<file path="src/rtl/vedacao_consumo_rolhas.sv">
// Cork consumer at the sealing head: cork stock, refill handshake and per-bottle seal cycle.
// Optional CONTADOR_GARRAFAS_EN builds the 16-bit sealed-bottle counter; otherwise it is tied to 0.
module vedacao_consumo_rolhas #(
  parameter int WIDTH      = 8,
  parameter int LIMIAR     = 5,
  parameter int TEMPO_VEDA = 3
) (
  input  logic             clk,
  input  logic             reset,
  input  logic             gar,
  input  logic             pos,
  input  logic             reabastece,
  input  logic [WIDTH-1:0] qtd_refill,
  output logic             pede_rolha,
  output logic [WIDTH-1:0] rolha_disponivel,
  output logic             rolha_baixa,
  output logic             ve,
  output logic             done,
  output logic             alarme,
  output logic [15:0]      garrafas_vedadas
);

  localparam int TW = (TEMPO_VEDA > 1) ? $clog2(TEMPO_VEDA) : 1;
  localparam logic [TW-1:0]    T_LAST = TW'(TEMPO_VEDA - 1);
  localparam logic [WIDTH-1:0] LIM    = WIDTH'(LIMIAR);
  localparam logic [WIDTH:0]   MAXV   = {1'b0, {WIDTH{1'b1}}};

  typedef enum logic [2:0] {
    IDLE, ESPERA_POS, VEDANDO, CONCLUI, SAIDA, ALARME
  } estado_t;

  estado_t          estado;
  logic [TW-1:0]    timer;
  logic [WIDTH:0]   soma;
  logic [WIDTH-1:0] cnt_nxt;
  logic             consume;
  logic             vazio;
  logic             fim_veda;

  assign vazio    = (rolha_disponivel == '0);
  assign consume  = (estado == ESPERA_POS) && gar && pos && !vazio;
  assign fim_veda = (estado == VEDANDO) && (timer == T_LAST);

  // Sum in WIDTH+1 bits so refill overflow is visible before saturating.
  always_comb begin
    soma = {1'b0, rolha_disponivel}
         + (reabastece ? {1'b0, qtd_refill} : '0)
         - {{WIDTH{1'b0}}, consume};
    cnt_nxt = (soma > MAXV) ? {WIDTH{1'b1}} : soma[WIDTH-1:0];
  end

  assign rolha_baixa = (rolha_disponivel <= LIM);

  always_ff @(posedge clk or posedge reset) begin
    if (reset) begin
      rolha_disponivel <= '0;
      pede_rolha       <= 1'b0;
    end else begin
      rolha_disponivel <= cnt_nxt;
      if (reabastece)       pede_rolha <= 1'b0;
      else if (rolha_baixa) pede_rolha <= 1'b1;
    end
  end

  always_ff @(posedge clk or posedge reset) begin
    if (reset) begin
      estado <= IDLE;
      timer  <= '0;
      ve     <= 1'b0;
      done   <= 1'b0;
      alarme <= 1'b0;
    end else begin
      done <= 1'b0;
      case (estado)
        IDLE: begin
          if (gar && !vazio) estado <= ESPERA_POS;
          else if (gar) begin
            estado <= ALARME;
            alarme <= 1'b1;
          end
        end
        ESPERA_POS: begin
          if (!gar) estado <= IDLE;
          else if (consume) begin
            estado <= VEDANDO;
            timer  <= '0;
            ve     <= 1'b1;
          end
        end
        VEDANDO: begin
          // gar/pos deliberately ignored until the seal completes
          if (fim_veda) begin
            estado <= CONCLUI;
            ve     <= 1'b0;
            done   <= 1'b1;
          end else begin
            timer <= timer + 1'b1;
          end
        end
        CONCLUI: estado <= SAIDA;
        SAIDA:   if (!gar) estado <= IDLE;
        ALARME: begin
          if (!vazio) begin
            estado <= gar ? ESPERA_POS : IDLE;
            alarme <= 1'b0;
          end else if (!gar) begin
            estado <= IDLE;
            alarme <= 1'b0;
          end
        end
        default: begin
          estado <= IDLE;
          ve     <= 1'b0;
          alarme <= 1'b0;
        end
      endcase
    end
  end

`ifdef CONTADOR_GARRAFAS_EN
  // Counts on the edge that raises done, so the count and the pulse appear together.
  always_ff @(posedge clk or posedge reset) begin
    if (reset)         garrafas_vedadas <= '0;
    else if (fim_veda) garrafas_vedadas <= garrafas_vedadas + 16'd1;
  end
`else
  assign garrafas_vedadas = '0;
`endif

endmodule

</file>
<file path="config.mk">
export PLATFORM = sky130hd
export DESIGN_NAME = vedacao_consumo_rolhas
export DESIGN_NICKNAME = d
export VERILOG_FILES = /design/src/rtl/vedacao_consumo_rolhas.sv
export SDC_FILE = /design/constraint.sdc
export NUM_CORES = 1
export LEC_CHECK = 0
export ABC_AREA = 1
export BUFFER_PORTS_ARGS = -buffer_cell sky130_fd_sc_hd__clkbuf_2
export CAP_MARGIN = 10
export CORE_ASPECT_RATIO = 0.8
export CORE_MARGIN = 2
export CORE_UTILIZATION = 45
export DETAILED_ROUTE_END_ITERATION = 6
export GPL_TIMING_DRIVEN = 0
export PLACE_DENSITY_LB_ADDON = 0.12
export SLEW_MARGIN = 20
export SYNTH_ARGS = -nofsm -noshare
export SYNTH_HDL_FRONTEND = slang
export SYNTH_SLANG_ARGS = --single-unit
</file>
<file path="constraint.sdc">
create_clock -name clk -period 3.2 [get_ports clk]
set_input_delay 0.32 -clock clk [delete_from_list [all_inputs] [get_ports clk]]
set_output_delay 0.32 -clock clk [all_outputs]
set_load 0.1 [all_outputs]
</file>
==> results of run 1 <==
==> metal layers <==
metal	up-vias	wire length, um
met4	0	7
met5	-	0
met2	51	1150
met1	550	1550
li1	746	-
met3	2	241
==> final cells by class <==
cell class | instances | share of cell area (%)
buffer | 18 | 7.37
clock buffer | 4 | 2.46
inverter | 45 | 9.21
multi-input combinational | 159 | 48.4
sequential | 17 | 23.2
tap | 42 | 2.86
timing repair buffer | 24 | 6.55
==> metrics by stage <==
stage | instance area, um2 | worst slack (ns) | util [%]
2_1_floorplan | 1620 | 0.299 | -
3_3_place_gp | 1790 | 0.490 | 53.0
3_5_place_dp | 1790 | 0.448 | 53.0
4_1_cts | 1830 | 0.435 | 54.3
5_1_grt | 1830 | 0.187 | 54.3
6_report | 1830 | 0.442 | 54.3
==> path summary, 6_finish.rpt <==
| check | start | to | slack (ns) | depth (start not counted) |
|---|---|---|---|---|
| worst max-delay path | rolha_disponivel[4] | rolha_disponivel[5] | 0.44 | 14 |
| worst min-delay path | reset | done | 0.14 | 2 |
| worst max register to register | rolha_disponivel[4] | rolha_disponivel[5] | 0.44 | 14 |
| worst min register to register | timer[1] | timer[1] | 0.48 | 2 |
| max in group asynchronous | reset | rolha_disponivel[5] | 2.64 | 2 |
| min in group clk | pos | estado[0] | 0.43 | 4 |
==> logic make-up after synthesis <==
| group | Yosys count |
|---|---|
| AND/OR/NAND/NOR | 106 |
| adder cells (fa/ha/maj) | 18 |
| AO/OA/AOI/OAI | 16 |
| other | 1 |
| XOR/XNOR | 3 |
| buffers and inverters | 63 |
| flip-flops | 17 |
==> placed cells by master (no fill, tap or decap), types with 3 or more instances in the layout <==
master                     synthesis  layout
sky130_fd_sc_hd__ha_1             17      17
sky130_fd_sc_hd__inv_1            42      42
sky130_fd_sc_hd__nand2_2           3       3
sky130_fd_sc_hd__nor2_2            3       3
sky130_fd_sc_hd__clkbuf_2          0      24
sky130_fd_sc_hd__conb_1            1      16
sky130_fd_sc_hd__nand2_1          55      55
sky130_fd_sc_hd__nand4_1           3       3
sky130_fd_sc_hd__inv_2             3       3
sky130_fd_sc_hd__buf_4            16      16
sky130_fd_sc_hd__nand3b_1          3       3
sky130_fd_sc_hd__nand3_1          13      13
sky130_fd_sc_hd__dfrtp_1          17      17
sky130_fd_sc_hd__nor2_1           20      20
sky130_fd_sc_hd__a21oi_1           9       9
sky130_fd_sc_hd__clkbuf_8          0       3
==> power by group through the flow <==
stage               Combinational [mW]  Clock [mW]  Sequential (mW)
global route                      1.49       0.177            0.358
floorplan                        0.833           0            0.620
detailed placement                1.31           0            0.351
finish                            1.31       0.158            0.349
global placement                  1.29           0            0.351
CTS                               1.32       0.163            0.348
==> sequential cells by signal, summed over array words and instances, names as in the netlist <==
register,count
done,1
ve,1
alarme,1
estado,3
pede_rolha,1
timer,2
rolha_disponivel,8
==> impl_results.md, run 1 <==
* Result of the run: complete, no violations
* Top Family by Delay on Critical Path: simple AND/OR/NAND/NOR gates
* Wire length of the first global-routing pass at 5.33 mm
* Via Count at 1349
* Initial cell density of the core at 46.2%
* Post-synthesis adder-cell area fraction at 14.9%
* Post-synthesis cell type count at 28
* Top-count cell post-synth: sky130_fd_sc_hd__nand2_1
* Number of gates resized after cts at 0
* Critical path fanouts, max at 8
* Net Sw Frac at 58.4%
* Overall die area at 3960 um2
* Pin slew with the least headroom to its limit at 0.663 ns
* P_sw at 1.06 mW
* Combinational family with the most area after synthesis: simple AND/OR/NAND/NOR gates
* Area occupied by multi-input gates at 887 um2
* Post-synth EDFFs at 0
* Combinational Power Share at 72.1%
* Number of instances in the synthesized netlist at 224
* Finished Layout Cells at 309
* Worst hold-check slack at 0.140 ns
* Hold bufs inserted after CTS at 0
* Placer's final routability congestion estimate at 0.894
* Post-detailed-placement half-perimeter wirelength at 2.47 mm
* Clock group share of total power at 8.7%
* Clock buffers created by TritonCTS at 3
* Final Hold Fails at 0
* Top cell type by total area after synthesis: sky130_fd_sc_hd__dfrtp_1
* Top cells by count, synth: sky130_fd_sc_hd__nand2_1, sky130_fd_sc_hd__inv_1, sky130_fd_sc_hd__nor2_1
* Area used by sequential logic in the layout at 425 um2
* Power density normalized to cell area at 990 nW/um2
* Relative slew slack at 55.8%
* Commonest register cell after synthesis: sky130_fd_sc_hd__dfrtp_1
* Busiest layer in global routing: met1
* # Max-Cap Violations at 0
* Setup repair after global routing missed its margin: no
* Met2 capacity usage during global routing at 23.7%
* XOR/XNOR share of the synthesized area at 1.68%
* Inst Count DP at 305
* Finish-stage setup viols at 0
* Wire per inst at 9.56 um
* # fillers at 342
* Worst Clk Skew at 0.00194 ns
* Leakage power at 1.12 nW
* Total GRT Usage at 16.8%
* Initial antenna violation count at 0
* Core area at 3380 um2
* Sum of buffers and inverters on the critical path at 1
* I/O pin count at 42
* Critical Setup Path Class: register to register
* Overall die height at 56.7 um
* Vias in the first global route at 1219
* Peak per-stage delay on the critical path at 0.42 ns
* CTS clk-pin slew, worst paths at 0.06 ns
* Mux cell area share after synthesis at 0%
* Number of buffers inserted by post-CTS setup repair at 0
* DIE WIDTH at 69.8 um
* Total Wirelength at 2.95 mm
* Share of the clock period used by the worst path at 86.2%
* Shortest period the worst path allows at 2.76 ns
* Clock tree root driver cell: sky130_fd_sc_hd__clkbuf_8
* Data arrival time of the worst path at 2.88 ns
* Register bit count reported by yosys at 17
* Kind of capture point of the worst setup path: register
* Sum of overflow across all layers after global routing at 0
* Kind of path behind the tightest hold check: input pin to asynchronous set/reset pin
* Most used cell, CP: sky130_fd_sc_hd__nand2_1
* Share of layout cells above drive strength 1 at 21.7%
* Source-to-sink clock delay at the later pin of the worst-skew pair at 0.25 ns
* Yosys Warn Count at 0
* Simple-gate share of the synthesized area at 30.6%
* Maximum ir drop on the vdd rail at 0.444 mV
* Setup_tns at 0 ns
* Power Total at 1.82 mW
* Asr flop ratio synth at 100%
* Cell area after synthesis at 1560 um2
* Core Rows at 19
* Proportion of netlist area held by the largest area contributor at 27.3%
* Sequential group share of total power at 19.2%
* CTS tree: yes
* Met1 layer usage reported by global route at 26.1%
* Share of the synthesized area in compound gates (AO/OA/AOI/OAI) at 5.85%
* Antenna viol nets, final at 0
* Clock sink total at 17
* Antenna diode count at 0
* Net count reported at finish at 299
* Iter 0 DRT Violations at 78
* Met3 track utilization from global routing at 4.85%
* Syn_area_per_cell at 6.97 um2
* Largest cells by area after synthesis: sky130_fd_sc_hd__dfrtp_1, sky130_fd_sc_hd__ha_1, sky130_fd_sc_hd__nand2_1, sky130_fd_sc_hd__inv_1, sky130_fd_sc_hd__buf_4
* Achievable Freq at 0.363 GHz
* List of cells traversed by the critical path: nor2_1 -> nand2_1 -> nor2_4 -> nor2_1 -> ha_1 -> inv_1 -> ha_1 -> fa_1 -> nand3_1 -> nand2_1 -> nand2_1 -> nand3b_1 -> nand2_1 -> nand2_1
* Maximum number of pins on one net before global-route repair at 18
* Deepest level of the CTS H-tree at 1
* Data required time of the critical path at 3.32 ns
* Number of detailed-route iterations in the first pass at 4
* Worst path slowest cell: sky130_fd_sc_hd__fa_1
* Max Root-Sink Buffers at 2
* Synthesis-to-finish area growth at 17.6%
* Cell internal power dissipation at 756 uW
* Startpoint type of the worst setup path: register
* Sequential-to-total area share from yosys stat at 27.3%
* Final Slew Violations at 0
* Number of design rule violations left after detail routing at 0
* Port Buffer Count at 24
* Via-per-instance ratio at 4.37
Note: power is estimated with default switching activity, not from simulation.
==> run 2, diff against run 1 <==
--- a/config.mk
+++ b/config.mk
@@ -8,11 +8,11 @@
 export ABC_AREA = 1
 export BUFFER_PORTS_ARGS = -buffer_cell sky130_fd_sc_hd__clkbuf_2
 export CAP_MARGIN = 10
-export CORE_ASPECT_RATIO = 0.8
 export CORE_MARGIN = 2
 export CORE_UTILIZATION = 45
 export DETAILED_ROUTE_END_ITERATION = 6
 export GPL_TIMING_DRIVEN = 0
+export HOLD_SLACK_MARGIN = 0.12
 export PLACE_DENSITY_LB_ADDON = 0.12
 export SLEW_MARGIN = 20
 export SYNTH_ARGS = -nofsm -noshare
==> run 2 against run 1 <==
  * Cell area down 0.68%
  * Fmax increased by 1.2%
  * First-iteration DRC count shrank 40%
  * Cell count increased by 1.3%
  * Critical path depth unchanged
  * Clock power shrank 28%
  * Global-route usage decreased by 0.72 points
  * Count of clock-buffer cells in the layout fell by 1
  * Largest cell class unchanged
  * Largest power group unchanged
==> impl_results.md, run 2 (synthesized netlist as in run 1, its figures left out) <==
* Finished Layout Cells at 313 (+1.3%)
* Maximum ir drop on the vdd rail at 0.380 mV (-14%)
* Setup_tns at 0 ns (unchanged)
* Critical Setup Path Class: register to register
* Clock buffers created by TritonCTS at 3 (unchanged)
* Core Rows at 21 (+2)
* I/O pin count at 42 (unchanged)
* Initial antenna violation count at 0 (unchanged)
* Wire per inst at 9.12 um (-4.6%)
* CTS clk-pin slew, worst paths at 0.11 ns (+0.05 ns)
* Synthesis-to-finish area growth at 16.8%
* Shortest period the worst path allows at 2.73 ns (-0.0317 ns)
* Initial cell density of the core at 46.8% (+0.54 points)
* Flip-flop count of the largest register, all copies and words added at 8 (unchanged)
* # Max-Cap Violations at 0 (unchanged)
* Core area at 3340 um2 (-1.1%)
* Leakage power at 1.11 nW (-0.45%)
* Worst Clk Skew at 0.00851 ns (+0.00657 ns)
* Worst hold-check slack at 0.0919 ns (-0.0478 ns)
* Net count reported at finish at 299 (unchanged)
* P_sw at 1.05 mW (-1.2%)
* Sum of overflow across all layers after global routing at 0 (unchanged)
* Setup repair after global routing missed its margin: no
* Final Hold Fails at 0 (unchanged)
* Via Count at 1353 (+0.30%)
* Kind of path behind the tightest hold check: input pin to asynchronous set/reset pin
* Critical path fanouts, max at 8 (unchanged)
* Net Sw Frac at 59.5% (+1.1 points)
* Iter 0 DRT Violations at 47 (-40%)
* Max Root-Sink Buffers at 2 (unchanged)
* CTS tree: yes
* Maximum number of pins on one net before global-route repair at 18 (unchanged)
* Pin slew with the least headroom to its limit at 0.659 ns (-0.00421 ns)
* Via-per-instance ratio at 4.32 (-0.99%)
* DIE WIDTH at 62.9 um (-10%)
* Most frequent cells in the layout: sky130_fd_sc_hd__nand2_1, sky130_fd_sc_hd__inv_1, sky130_fd_sc_hd__clkbuf_2
* Combinational Power Share at 74.0% (+1.9 points)
* Antenna diode count at 0 (unchanged)
* Hold bufs inserted after CTS at 0 (unchanged)
* Result of the run: complete, no violations
* Data required time of the critical path at 3.36 ns (+0.04 ns)
* Total Wirelength at 2.86 mm (-3.3%)
* Share of layout cells above drive strength 1 at 22.1% (+0.37 points)
* Startpoint type of the worst setup path: register
* Number of gates resized after cts at 0 (unchanged)
* Clock tree root driver cell: sky130_fd_sc_hd__clkbuf_4
* Overall die height at 62.9 um (+11%)
* Clock sink total at 17 (unchanged)
* Kind of capture point of the worst setup path: register
* Largest registers in the final layout: rolha_disponivel (8), estado (3), timer (2)
* Number of buffers inserted by post-CTS setup repair at 0 (unchanged)
* Antenna viol nets, final at 0 (unchanged)
* Vias in the first global route at 1246 (+2.2%)
* Share of the clock period used by the worst path at 85.2% (-0.99 points)
* Inst Count DP at 309 (+1.3%)
* Placer's final routability congestion estimate at 0.844 (-5.6%)
* Finish-stage setup viols at 0 (unchanged)
* Post-detailed-placement half-perimeter wirelength at 2.42 mm (-2.0%)
* Achievable Freq at 0.367 GHz (+1.2%)
* Total GRT Usage at 16.1% (-0.72 points)
* Most frequent standard cell in the layout excluding fill and tap cells: sky130_fd_sc_hd__nand2_1
* Data arrival time of the worst path at 2.89 ns (about the same)
* Relative slew slack at 56.1% (+0.28 points)
* Source-to-sink clock delay at the later pin of the worst-skew pair at 0.29 ns (+0.04 ns)
* Post-layout utilization of the core at 54.6% (+0.26 points)
* Clock group share of total power at 6.5% (-2.2 points)
* Power density normalized to cell area at 966 nW/um2 (-2.4%)
* Register with the highest flop count: rolha_disponivel
* Wire length of the first global-routing pass at 5.15 mm (-3.5%)
* Deepest level of the CTS H-tree at 1 (unchanged)
* Number of detailed-route iterations in the first pass at 4 (unchanged)
* Overall die area at 3950 um2 (about the same)
* Final Slew Violations at 0 (unchanged)
* Sequential group share of total power at 19.6% (+0.4 points)
* Cell internal power dissipation at 713 uW (-5.6%)
* Number of design rule violations left after detail routing at 0 (unchanged)
* Port Buffer Count at 24 (unchanged)
[run 2: changes by cell type in the layout (fill, tap and decap cells not counted), sizes merged]
cell	change
clkbuf	-1
clkinv	+1
[run 2: metal layers]
layer	vias to the layer above	GRT usage [%]	part of all wire, %
met5	-	0	0
met4	0	7.78	2.2
met3	6	2.34	2.9
met2	22	27.5	50
met1	581	19.6	45
li1	744	-	-
[run 2: cell type report]
class / count / area, um2
Buffer: 18 / 135
Clock buffer: 3 / 22.5
Clock inverter: 1 / 5.00
Fill cell: 355 / 1520
Inverter: 45 / 169
Multi-Input combinational cell: 159 / 887
Sequential cell: 17 / 425
Tap cell: 46 / 57.6
Timing Repair Buffer: 24 / 120
[run 2: power by group through the flow]
stage / Combinational (mW) / Sequential, mW / Clock (mW)
after global placement: 1.30 / 0.347 / 0
after global routing: 1.47 / 0.356 / 0.130
after floorplan: 0.833 / 0.620 / 0
after CTS: 1.31 / 0.345 / 0.118
final: 1.30 / 0.345 / 0.114
after detailed placement: 1.31 / 0.349 / 0
[run 2: through the flow]
| stage | instance area, um2 | setup slack (ns) | total power [mW] |
|---|---|---|---|
| floorplan | 1620 | 0.299 | 1.45 |
| global placement | 1790 | 0.491 | 1.65 |
| detailed placement | 1790 | 0.452 | 1.66 |
| CTS | 1820 | 0.435 | 1.78 |
| global route | 1820 | 0.120 | 1.96 |
| finish | 1820 | 0.474 | 1.76 |
[run 2: worst max-delay path, stage by stage (launching register included)]
cell                       delay [ns]
sky130_fd_sc_hd__dfrtp_1         0.42
sky130_fd_sc_hd__nor2_1          0.14
sky130_fd_sc_hd__nand2_1         0.13
sky130_fd_sc_hd__nor2_4          0.19
sky130_fd_sc_hd__nor2_1          0.10
sky130_fd_sc_hd__ha_1            0.28
sky130_fd_sc_hd__inv_1           0.04
sky130_fd_sc_hd__ha_1            0.21
sky130_fd_sc_hd__fa_1            0.41
sky130_fd_sc_hd__nand3_1         0.08
sky130_fd_sc_hd__nand2_1         0.10
sky130_fd_sc_hd__nand2_1         0.12
sky130_fd_sc_hd__nand3b_1        0.08
sky130_fd_sc_hd__nand2_1         0.21
sky130_fd_sc_hd__nand2_1         0.10
[run 2: path summary, 6_finish.rpt]
kind / depth (start not counted) / slack, ns / end / startpoint
hold reg to reg: 2 / 0.48 / timer[1] / timer[1]
min in group clk: 4 / 0.39 / estado[0] / pos
hold / removal: 2 / 0.09 / ve / reset
setup reg to reg: 14 / 0.47 / rolha_disponivel[4] / rolha_disponivel[4]
max in group asynchronous: 2 / 2.68 / rolha_disponivel[3] / reset
setup / recovery: 14 / 0.47 / rolha_disponivel[4] / rolha_disponivel[4]
==> run 3, diff against run 2 <==
--- a/config.mk
+++ b/config.mk
@@ -5,7 +5,6 @@
 export SDC_FILE = /design/constraint.sdc
 export NUM_CORES = 1
 export LEC_CHECK = 0
-export ABC_AREA = 1
 export BUFFER_PORTS_ARGS = -buffer_cell sky130_fd_sc_hd__clkbuf_2
 export CAP_MARGIN = 10
 export CORE_MARGIN = 2
==> run 3 against run 2 <==
  * Setup slack worse by 0.76 ns
  * Non-clock buffer count up 10
  * Sequential share of layout area up 0.71 points
  * Wire length down 0.70%
  * Hold slack better by 0.16 ns
  * Total power up 7.6%
  * Cell count down 16%
  * Highest routed layer unchanged
  * Sequential power up 12%
  * Clock skew about the same
  * Global-route usage up 1.0 points
  * The flow now finishes with violations (negative setup slack)
  * Flip-flop and latch count unchanged
  * Largest power group unchanged
  * Die area down 8.3%
==> impl_results.md, run 3 <==
* Maximum ir drop on the vdd rail at 0.512 mV (+35%)
* Sum of overflow across all layers after global routing at 0 (unchanged)
* Critical path fanouts, max at 4 (-4)
* Via-per-instance ratio at 4.64 (+7.4%)
* Combinational family with the most area after synthesis: simple AND/OR/NAND/NOR gates
* I/O pin count at 42 (unchanged)
* CTS tree: yes
* Post-synth EDFFs at 0 (unchanged)
* Net Sw Frac at 56.5% (-3.0 points)
* Share of the synthesized area in compound gates (AO/OA/AOI/OAI) at 16.8% (+11 points)
* Post-detailed-placement half-perimeter wirelength at 2.28 mm (-5.8%)
* Antenna diode count at 0 (unchanged)
* Register bit count reported by yosys at 17 (unchanged)
* Deepest level of the CTS H-tree at 1 (unchanged)
* Maximum number of pins on one net before global-route repair at 18 (unchanged)
* Clock buffers created by TritonCTS at 3 (unchanged)
* Post-synthesis adder-cell area fraction at 16.4% (+1.4 points)
* Number of design rule violations left after detail routing at 0 (unchanged)
* Number of detailed-route iterations in the first pass at 4 (unchanged)
* Total Wirelength at 2.84 mm (-0.70%)
* Kind of path behind the tightest hold check: input pin to register
* Largest registers in the final layout: rolha_disponivel (8), estado (3), timer (2)
* Wire per inst at 10.8 um (+19%)
* Initial antenna violation count at 0 (unchanged)
* Initial cell density of the core at 47.0% (+0.23 points)
* P_sw at 1.07 mW (+2.2%)
* Placer's final routability congestion estimate at 0.780 (-7.6%)
* Flip-flop count of the largest register, all copies and words added at 8 (unchanged)
* Yosys Warn Count at 0 (unchanged)
* Net count reported at finish at 250 (-16%)
* CTS clk-pin slew, worst paths at 0.10 ns (about the same)
* Leakage power at 0.963 nW (-13%)
* Worst Clk Skew at 0.00804 ns (-0.000469 ns)
* Final Slew Violations at 0 (unchanged)
* Final Hold Fails at 0 (unchanged)
* Setup repair after global routing missed its margin: yes
* Largest cells by area after synthesis: sky130_fd_sc_hd__dfrtp_1, sky130_fd_sc_hd__ha_1, sky130_fd_sc_hd__buf_4, sky130_fd_sc_hd__inv_1, sky130_fd_sc_hd__nand2_1
* Vias in the first global route at 1134 (-9.0%)
* Via Count at 1216 (-10%)
* Failing checks: negative setup slack
* Power density normalized to cell area at 1040 nW/um2 (+7.4%)
* Cell area after synthesis at 1420 um2 (-8.8%)
* Startpoint type of the worst setup path: register
* Commonest register cell after synthesis: sky130_fd_sc_hd__dfrtp_1
* Port Buffer Count at 24 (unchanged)
* Number of instances in the synthesized netlist at 164 (-27%)
* Overall die height at 60.2 um (-4.2%)
* Top cell type by total area after synthesis: sky130_fd_sc_hd__dfrtp_1
* Post-layout utilization of the core at 60.3% (+5.7 points)
* Core area at 3030 um2 (-9.3%)
* Pin slew with the least headroom to its limit at 0.645 ns (-0.0138 ns)
* Register with the highest flop count: rolha_disponivel
* Critical Setup Path Class: register to register
* Shortest period the worst path allows at 3.48 ns (+0.758 ns)
* Antenna viol nets, final at 0 (unchanged)
* Source-to-sink clock delay at the later pin of the worst-skew pair at 0.29 ns (about the same)
* Overall die area at 3630 um2 (-8.3%)
* Core Rows at 20 (-4.8%)
* Syn_area_per_cell at 8.67 um2 (+25%)
* Clock sink total at 17 (unchanged)
* Share of the clock period used by the worst path at 109% (+24 points)
* Combinational Power Share at 73.5% (-0.5 points)
* Sequential-to-total area share from yosys stat at 29.9% (+2.6 points)
* Most frequent cells in the layout: sky130_fd_sc_hd__inv_1, sky130_fd_sc_hd__buf_4, sky130_fd_sc_hd__clkbuf_2
* Achievable Freq at 0.287 GHz (-22%)
* Result of the run: finished, violations left
* Top cells by count, synth: sky130_fd_sc_hd__inv_1, sky130_fd_sc_hd__nand2_1, sky130_fd_sc_hd__dfrtp_1, sky130_fd_sc_hd__ha_1, sky130_fd_sc_hd__buf_4
* Data required time of the critical path at 3.38 ns (+0.02 ns)
* Post-synthesis cell type count at 39 (+39%)
* Clock group share of total power at 6.2% (-0.3 points)
* Setup_tns at -1.72 ns (-1.72 ns)
* Clock tree root driver cell: sky130_fd_sc_hd__clkbuf_4
* XOR/XNOR share of the synthesized area at 2.46% (+0.78 points)
* Sequential group share of total power at 20.3% (+0.7 points)
* Data arrival time of the worst path at 3.66 ns (+0.77 ns)
* Top-count cell post-synth: sky130_fd_sc_hd__inv_1
* Iter 0 DRT Violations at 40 (-15%)
* # Max-Cap Violations at 0 (unchanged)
* Finish-stage setup viols at 8 (+8)
* DIE WIDTH at 60.2 um (-4.2%)
* Max Root-Sink Buffers at 2 (unchanged)
* Kind of capture point of the worst setup path: register
* Total GRT Usage at 17.1% (+1.0 points)
* Synthesis-to-finish area growth at 28.3%
* Simple-gate share of the synthesized area at 17.3% (-13 points)
* Cell internal power dissipation at 824 uW (+16%)
* Mux cell area share after synthesis at 1.06% (+1.1 points)
* Share of layout cells above drive strength 1 at 34.4% (+12 points)
* Asr flop ratio synth at 100% (unchanged)
* Proportion of netlist area held by the largest area contributor at 29.9% (+2.6 points)
* Relative slew slack at 57.0% (+0.92 points)
* Wire length of the first global-routing pass at 4.73 mm (-8.2%)
* Smallest setup slack after layout at -0.284 ns (-0.758 ns)
==> run 3: changes by cell type in the layout (fill, tap and decap cells not counted), moves of 10 or more <==
cell,before,now
sky130_fd_sc_hd__nand3_1,13,0
sky130_fd_sc_hd__inv_1,42,26
sky130_fd_sc_hd__nand2_1,55,18
sky130_fd_sc_hd__nor2_1,20,6
sky130_fd_sc_hd__buf_4,16,26
==> run 3: cell type report <==
| class | count | area, um2 |
|---|---|---|
| clock buffers | 3 | 22.5 |
| inverters | 27 | 101 |
| clock inverters | 1 | 5.00 |
| repair buffers | 35 | 205 |
| flip-flops and latches | 17 | 439 |
| fillers | 294 | 1200 |
| well taps | 44 | 55.1 |
| plain buffers | 17 | 124 |
| multi-input cells | 118 | 873 |
==> run 3: per-stage QoR <==
step           hold slack, ns  worst slack [ns]  cell area [um2]  total power, mW  instances
2_1_floorplan           0.246            -0.505             1530             1.50        179
3_3_place_gp            0.411            -0.500             1710             1.68        247
3_5_place_dp            0.430            -0.526             1710             1.71        247
4_1_cts                 0.242            -0.330             1810             1.89        260
5_1_grt                 0.251            -0.394             1830             2.07        262
6_report                0.256            -0.284             1830             1.89        262
==> run 3: timing repair <==
item,in CTS,in global routing
setup buffers,8,2
hold buffers,1,0
pin swaps,10,7
setup endpoints to repair,8,8
resized for setup,1,0
hold endpoints to repair,17,0
==> run 3: worst max-delay path, stage by stage (launching register included) <==
cell and delay, ns:
sky130_fd_sc_hd__dfrtp_4 0.48, sky130_fd_sc_hd__or4_4 0.56, sky130_fd_sc_hd__nor3_4 0.16, sky130_fd_sc_hd__nor2_2 0.06, sky130_fd_sc_hd__and4_4 0.19, sky130_fd_sc_hd__ha_4 0.25, sky130_fd_sc_hd__inv_2 0.04, sky130_fd_sc_hd__ha_4 0.15
sky130_fd_sc_hd__fa_2 0.39, sky130_fd_sc_hd__a211oi_4 0.28, sky130_fd_sc_hd__nor3_2 0.08, sky130_fd_sc_hd__mux2_4 0.33, sky130_fd_sc_hd__or2_1 0.21, sky130_fd_sc_hd__or2_1 0.20
==> run 3: path summary, 6_finish.rpt <==
| kind | from | endpoint | slack (ns) | cells past startpoint |
|---|---|---|---|---|
| hold / removal | pos | estado[0] | 0.26 | 2 |
| setup / recovery | rolha_disponivel[7] | rolha_disponivel[5] | -0.28 | 13 |
| hold reg to reg | pede_rolha | pede_rolha | 0.51 | 2 |
| min in group asynchronous | reset | pede_rolha | 0.65 | 3 |
| max in group asynchronous | reset | rolha_disponivel[7] | 2.06 | 3 |
| setup reg to reg | rolha_disponivel[7] | rolha_disponivel[5] | -0.28 | 13 |
==> run 3: routing by layer <==
layer | wire (um) | GRT usage (%) | share of wire, % | vias to the layer above
li1 | - | - | - | 624
met5 | 0 | 0 | 0 | -
met1 | 1220 | 20.7 | 43 | 570
met3 | 56 | 0.866 | 2.0 | 4
met2 | 1530 | 31.8 | 54 | 18
met4 | 32 | 5.40 | 1.1 | 0
==> run 3: power by group through the flow <==
stage	clock network, mW	logic [mW]	registers, mW
after floorplan	0	0.766	0.731
after global placement	0	1.29	0.390
after detailed placement	0	1.32	0.394
after CTS	0.119	1.38	0.386
after global routing	0.128	1.54	0.398
final	0.117	1.39	0.385
==> run 3: kinds of logic (layout without fill, tap and decap cells) <==
logic type / after synthesis / count (layout)
AOI/OAI and AO/OA: 34 / 34
xor gates and xnor gates: 4 / 4
adders and majority gates: 18 / 18
buffers and inverters: 44 / 83
DFF: 17 / 17
muxes: 1 / 1
other: 1 / 16
and+or+nand+nor: 45 / 45
